$ cat config.mk
export PLATFORM = sky130hd
export DESIGN_NAME = border_scan
export DESIGN_NICKNAME = d
export VERILOG_FILES = /design/src/rtl/border_scan.sv
export SDC_FILE = /design/constraint.sdc
export NUM_CORES = 1
export LEC_CHECK = 0
export ABC_AREA = 0
export BUFFER_PORTS_ARGS = -buffer_cell sky130_fd_sc_hd__buf_4
export CAP_MARGIN = 30
export CORE_MARGIN = 8
export CORE_UTILIZATION = 41
export CTS_BUF_LIST = sky130_fd_sc_hd__clkbuf_8
export CTS_CLUSTER_SIZE = 12
export DETAILED_ROUTE_END_ITERATION = 12
export SLEW_MARGIN = 0
export SYNTH_ARGS = -nofsm -noshare
export SYNTH_HDL_FRONTEND = slang
export SYNTH_SLANG_ARGS = --single-unit
$ cat constraint.sdc
create_clock -name clk -period 4.8 [get_ports clk]
set_input_delay 0.48 -clock clk [delete_from_list [all_inputs] [get_ports clk]]
set_output_delay 0.48 -clock clk [all_outputs]
set_load 0.02 [all_outputs]
$ cat src/rtl/border_scan.sv
// Purpose : raster-scan pixel sequencer with per-side border flags for the depthwise-conv padding muxes.
// Latency : first beat is valid 1 clk after go is accepted; one beat per cycle while out_ready is high.
// Backpr. : out_valid && !out_ready freezes i/row/col/prov/last; the scan resumes on the next ready cycle.
//
// Ports: clk, rst_n (async active-low); go/matrix/stride2 start a scan of an MxM map from IDLE;
//        out_valid/out_ready stream carrying i (row*M+col), row, col, prov {top,bottom,left,right}, last;
//        busy is high while scanning, done pulses one cycle after the final beat is accepted.
// Optional feature: define BORDER_SCAN_STRIDE2_EN to honour stride2 (even rows/cols only);
//        without it stride2 is ignored and the scan is always stride 1.
module border_scan #(
  parameter int SIZE_W = 7,
  parameter int IDX_W  = 15,
  parameter int PAD    = 1
) (
  input  logic              clk,
  input  logic              rst_n,
  input  logic              go,
  input  logic [SIZE_W-1:0] matrix,
  input  logic              stride2,
  input  logic              out_ready,
  output logic              out_valid,
  output logic [IDX_W-1:0]  i,
  output logic [SIZE_W-1:0] row,
  output logic [SIZE_W-1:0] col,
  output logic [3:0]        prov,
  output logic              last,
  output logic              busy,
  output logic              done
);

  typedef enum logic [1:0] {S_IDLE, S_RUN, S_DONE} state_t;

  state_t            state_q, state_d;
  logic [SIZE_W-1:0] m_q, m_d;
  logic [SIZE_W-1:0] row_q, row_d;
  logic [SIZE_W-1:0] col_q, col_d;
  logic [IDX_W-1:0]  i_q, i_d;
  logic [3:0]        prov_q, prov_d;
  logic              last_q, last_d;

  logic stride_eff;  // stride mode of the scan in progress
  logic stride_go;   // stride mode requested alongside go

`ifdef BORDER_SCAN_STRIDE2_EN
  logic stride_q, stride_d;
  assign stride_eff = stride_q;
  assign stride_go  = stride2;
`else
  logic unused_stride2;
  assign unused_stride2 = stride2;
  assign stride_eff     = 1'b0;
  assign stride_go      = 1'b0;
`endif

  // Flags are compared one bit wider than the map so that M + PAD cannot wrap.
  function automatic logic [3:0] border_flags(input logic [SIZE_W-1:0] r,
                                              input logic [SIZE_W-1:0] c,
                                              input logic [SIZE_W-1:0] m);
    logic [SIZE_W:0] re, ce, me, pe;
    re = {1'b0, r};
    ce = {1'b0, c};
    me = {1'b0, m};
    pe = (SIZE_W+1)'(PAD);
    return {re < pe, (re + pe) >= me, ce < pe, (ce + pe) >= me};
  endfunction

  // Last scanned row/col index: M-1, rounded down to even in stride-2 mode.
  function automatic logic [SIZE_W-1:0] final_pos(input logic [SIZE_W-1:0] m,
                                                  input logic              s);
    logic [SIZE_W-1:0] f;
    f = m - SIZE_W'(1);
    if (s) f[0] = 1'b0;
    return f;
  endfunction

  logic [SIZE_W-1:0] step_s;
  logic [SIZE_W:0]   col_sum;
  logic              wrap;
  logic [SIZE_W-1:0] row_n, col_n;
  logic [IDX_W-1:0]  i_n, row_span;

  always_comb begin
    step_s   = stride_eff ? SIZE_W'(2) : SIZE_W'(1);
    col_sum  = {1'b0, col_q} + {1'b0, step_s};
    wrap     = col_sum >= {1'b0, m_q};
    col_n    = wrap ? '0 : col_sum[SIZE_W-1:0];
    row_n    = wrap ? (row_q + step_s) : row_q;
    // Index distance between vertically adjacent scanned pixels (M or 2M).
    row_span = stride_eff ? IDX_W'({m_q, 1'b0}) : IDX_W'(m_q);
    // On wrap, rewind to column 0 of this row, then jump down by row_span.
    i_n      = wrap ? (i_q - IDX_W'(col_q) + row_span) : (i_q + IDX_W'(step_s));
  end

  always_comb begin
    state_d = state_q;
    m_d     = m_q;
    row_d   = row_q;
    col_d   = col_q;
    i_d     = i_q;
    prov_d  = prov_q;
    last_d  = last_q;
`ifdef BORDER_SCAN_STRIDE2_EN
    stride_d = stride_q;
`endif
    case (state_q)
      S_IDLE: begin
        if (go) begin
          m_d = matrix;
          if (matrix != '0) begin
            state_d = S_RUN;
            row_d   = '0;
            col_d   = '0;
            i_d     = '0;
            prov_d  = border_flags('0, '0, matrix);
            last_d  = final_pos(matrix, stride_go) == '0;
`ifdef BORDER_SCAN_STRIDE2_EN
            stride_d = stride2;
`endif
          end else begin
            state_d = S_DONE;
          end
        end
      end
      S_RUN: begin
        if (out_ready) begin
          if (last_q) begin
            state_d = S_DONE;
            row_d   = '0;
            col_d   = '0;
            i_d     = '0;
            prov_d  = '0;
            last_d  = 1'b0;
          end else begin
            row_d  = row_n;
            col_d  = col_n;
            i_d    = i_n;
            prov_d = border_flags(row_n, col_n, m_q);
            last_d = (row_n == final_pos(m_q, stride_eff)) &&
                     (col_n == final_pos(m_q, stride_eff));
          end
        end
      end
      S_DONE: state_d = S_IDLE;
      default: state_d = S_IDLE;
    endcase
  end

  always_ff @(posedge clk or negedge rst_n) begin
    if (!rst_n) begin
      state_q <= S_IDLE;
      m_q     <= '0;
      row_q   <= '0;
      col_q   <= '0;
      i_q     <= '0;
      prov_q  <= '0;
      last_q  <= 1'b0;
    end else begin
      state_q <= state_d;
      m_q     <= m_d;
      row_q   <= row_d;
      col_q   <= col_d;
      i_q     <= i_d;
      prov_q  <= prov_d;
      last_q  <= last_d;
    end
  end

`ifdef BORDER_SCAN_STRIDE2_EN
  always_ff @(posedge clk or negedge rst_n) begin
    if (!rst_n) stride_q <= 1'b0;
    else        stride_q <= stride_d;
  end
`endif

  assign out_valid = (state_q == S_RUN);
  assign busy      = (state_q == S_RUN);
  assign done      = (state_q == S_DONE);
  assign i         = i_q;
  assign row       = row_q;
  assign col       = col_q;
  assign prov      = prov_q;
  assign last      = last_q;

endmodule

==> results.tsv <==
stage	metric	value	unit
floorplan	core area	10200	µm²
synth	Synth area leader	dfrtp_1	
synth	Cells after Synth	527	
placed_design	Final Wtd Congestion	0.882	
cells_and_area	final non-filler cell total	718	
critical_path	startpoint type of the worst setup path	register	
synth	Cell variety after synth	58	
clock_tree	TritonCTS clock tree	yes	
global_routing	first-pass GRT wire length	20000	µm
sta	Slew headroom	0.410	
clock_tree	clock sink total	43	
sta	final worst setup slack	0.308	ns
drt	via count	3946	
sta	hold slack	0.166	ns
sta	clk_skew	0.00681	ns
drt	Detail Route met2 WL	5480	µm
sta	Slew Viols, Final	0	
clock_tree	CTS Buffer Depth	2	
floorplan	die area	13900	µm²
drt	DR pass1 iterations	5	
global_routing	grt total ovfl	0	
drt	wire per inst	16.5	µm
drt	number of remaining DRC errors	0	
drt	final WL	11900	µm
drt	Iter 0 DRT Violations	281	
run_status	status	completed	
drt	WL met3	519	µm
clock_tree	Clock transition at path regs	0.09	ns
cells_and_area	commonest cells after routing, fill and taps aside	buf_4, nor2_1, ha_1, inv_1, dfrtp_1	
synth	Async SR Flop Fraction	1.00	
drt	via-per-instance ratio	5.50	
placed_design	placed cell areas	4850	µm²
flow_run	maxcap violations	0	
power	PwrDens	789	nW/µm²
cells_and_area	Design Area, Final	4990	µm²
worst_hold_path	Hold Crit Class	primary input to async pin	
cells_and_area	fin nets	648	
clock_tree	CTS Buf Count	5	
synth	dominant cells by area after synthesis	dfrtp_1, ha_1, xnor2_1	
floorplan	row cnt	37	
synth	post-synthesis sequential area ratio	0.254	
critical_path	Worst Path Max Fanout	6	
clock_tree	CTS Hold Bufs	0	
sta	Final min period	4.49	ns
critical_path	Worst R2R Path Depth	20	
cells_and_area	Inserted Diodes	0	
floorplan	boundary pin count	49	
synth	Synth warnings	0	
synth	Top FF cell, synth	dfrtp_1	
placed_design	IO Port Bufs	47	
cells_and_area	Layout Area Growth over Synthesis	17.6	%
floorplan	initial core utilization	0.417	
power	Leak	0.00238	µW
critical_path	CP Capture Type	register	
sta	Tightest Pin Transition	0.882	ns
placed_design	DP Cell Count	709	
cells_and_area	Filler cells	1026	
clock_tree	CTS H-tree lvls	2	
critical_path	internal reg-to-reg setup slack	0.31	ns
global_routing	vias in the first global route	3845	
synth	syn nets	594	
power	Max VDD drop	0.000416	V
critical_path	Critical R2R Launch	col[0]$_DFFE_PN0P_	
cells_and_area	commonest non-fill, non-tap cell in the layout	buf_4	
synth	Post-Synthesis Cell Area	4240	µm²
clock_tree	root buf cell	clkbuf_8	
sta	final setup violation count	0	
critical_path	Critical Path AT	4.69	ns
sta	final hold vios	0	
sta	fin crit share	0.936	
floorplan	die height	118	µm
drt	met1 WL	5670	µm
synth	post-synth top area share	0.254	
cells_and_area	layout cell share with drive strength beyond 1	0.151	
drt	top layer in use	met4	
clock_tree	Clk Latency, worst-skew pair	0.31	ns
synth	Synth Register Bits	43	
critical_path	CP Class	register to register	
drt	post-route ant nets	0	
critical_path	CP Data Required Time	5.00	ns
critical_path	RR Endpoint	prov[2]$_DFFE_PN0P_	
global_routing	GRT Overall Usage	0.174	
global_routing	initial antenna violation count	0	
global_routing	largest net degree at the start of global routing	44	
placed_design	post-DP HPWL	9020	µm
synth	number of synthesized flops with an enable pin	0	
synth	post-synthesis average cell area	8.05	µm²
cells_and_area	fin util	0.490	
sta	Max Freq	223	MHz
floorplan	Die Span X	118	µm
placed_design	dpl ws	0.267	ns
==> worst max-delay path by stage <==
| stage | cells past startpoint | end | from |
|---|---|---|---|
| CTS | 20 | prov[2]$_DFFE_PN0P_ | col[1]$_DFFE_PN0P_ |
| detailed placement | 20 | prov[2]$_DFFE_PN0P_ | col[1]$_DFFE_PN0P_ |
| global route | 20 | prov[2]$_DFFE_PN0P_ | col[0]$_DFFE_PN0P_ |
| global placement | 20 | prov[2]$_DFFE_PN0P_ | col[1]$_DFFE_PN0P_ |
| finish | 20 | prov[2]$_DFFE_PN0P_ | col[0]$_DFFE_PN0P_ |
| floorplan | 24 | prov[2]$_DFFE_PN0P_ | col[0]$_DFFE_PN0P_ |
==> critical path, cell delays in order (launching register included) <==
cell and delay, ns:
dfrtp_2 0.42, ha_2 0.23, nand3_1 0.14, nor2_2 0.17, xnor2_2 0.13, inv_1 0.08, ha_1 0.29, nand3_1 0.14
o221a_2 0.37, xnor2_2 0.18, ha_1 0.23, or4b_1 0.44, o21ai_1 0.16, o211ai_1 0.15, xnor2_1 0.16, ha_1 0.32
nand3_1 0.08, nor2_1 0.05, a2111oi_2 0.33, o21ai_1 0.12, a22o_1 0.19
==> state kept, by name, indices dropped and copies added (netlist names) <==
signal,cells
col,7
i,15
last,1
m_q,7
prov,4
row,7
state_q,2
==> Yosys cell counts (3+ instances only) <==
cell,instances
a211oi_1,5
o211ai_1,3
nand3_1,19
o21ai_1,19
a22o_1,4
inv_1,42
or2_1,3
buf_2,5
clkbuf_1,13
fa_1,7
nand2_1,40
nor4_1,3
nor2_1,51
o22ai_1,3
xnor2_1,26
and3_1,14
mux2i_1,6
o21ai_0,35
nor2b_1,4
nor3b_1,4
dfrtp_1,43
o21a_1,3
a21oi_1,33
nor3_1,11
a31oi_1,7
xor2_1,17
nand4_1,3
nand2b_1,8
o31ai_1,6
o221ai_1,3
a21o_1,9
ha_1,48
==> what timing repair did <==
action	CTS	global route
setup buffers	0	1
resized for setup	0	4
setup endpoints to repair	0	1
==> where the power goes <==
group | internal [µW] | switching, µW
clock | 169 | 139
sequential | 481 | 138
combinational | 1310 | 1700
==> stage by stage <==
stage	setup TNS, ns	total power (µW)
2_1_floorplan	0	2790
3_3_place_gp	0	3540
3_5_place_dp	0	3590
4_1_cts	0	3920
5_1_grt	-0.0349	4350
6_report	0	3940
==> routing by layer <==
layer  GRT usage  vias up
met5           0        -
met4      0.0552        0
met3      0.0317       11
met2       0.278       87
met1       0.231     1875
li1            -     1973
==> kinds of logic (layout without fill, tap and decap cells) <==
kind of cell / after synthesis / count (layout) / share of synthesized area
fa+ha+maj: 55 / 55 / 0.175
simple gates: 172 / 172 / 0.197
flops: 43 / 43 / 0.254
mux: 6 / 6 / 0.0142
xor+xnor: 43 / 43 / 0.0887
buf+inv: 62 / 117 / 0.0572
compound gates: 146 / 146 / 0.215
==> final cells by class <==
class / count / area (µm²) / share of cell area
multi-input combinational: 422 / 2950 / 0.591
clock inverter: 2 / 35.0 / 0.00702
clock buffer: 6 / 82.6 / 0.0165
sequential: 43 / 1080 / 0.216
inverter: 42 / 158 / 0.0316
timing repair buffer: 67 / 515 / 0.103
tap: 136 / 170 / 0.0341
Note: power is estimated with default switching activity, not from simulation.
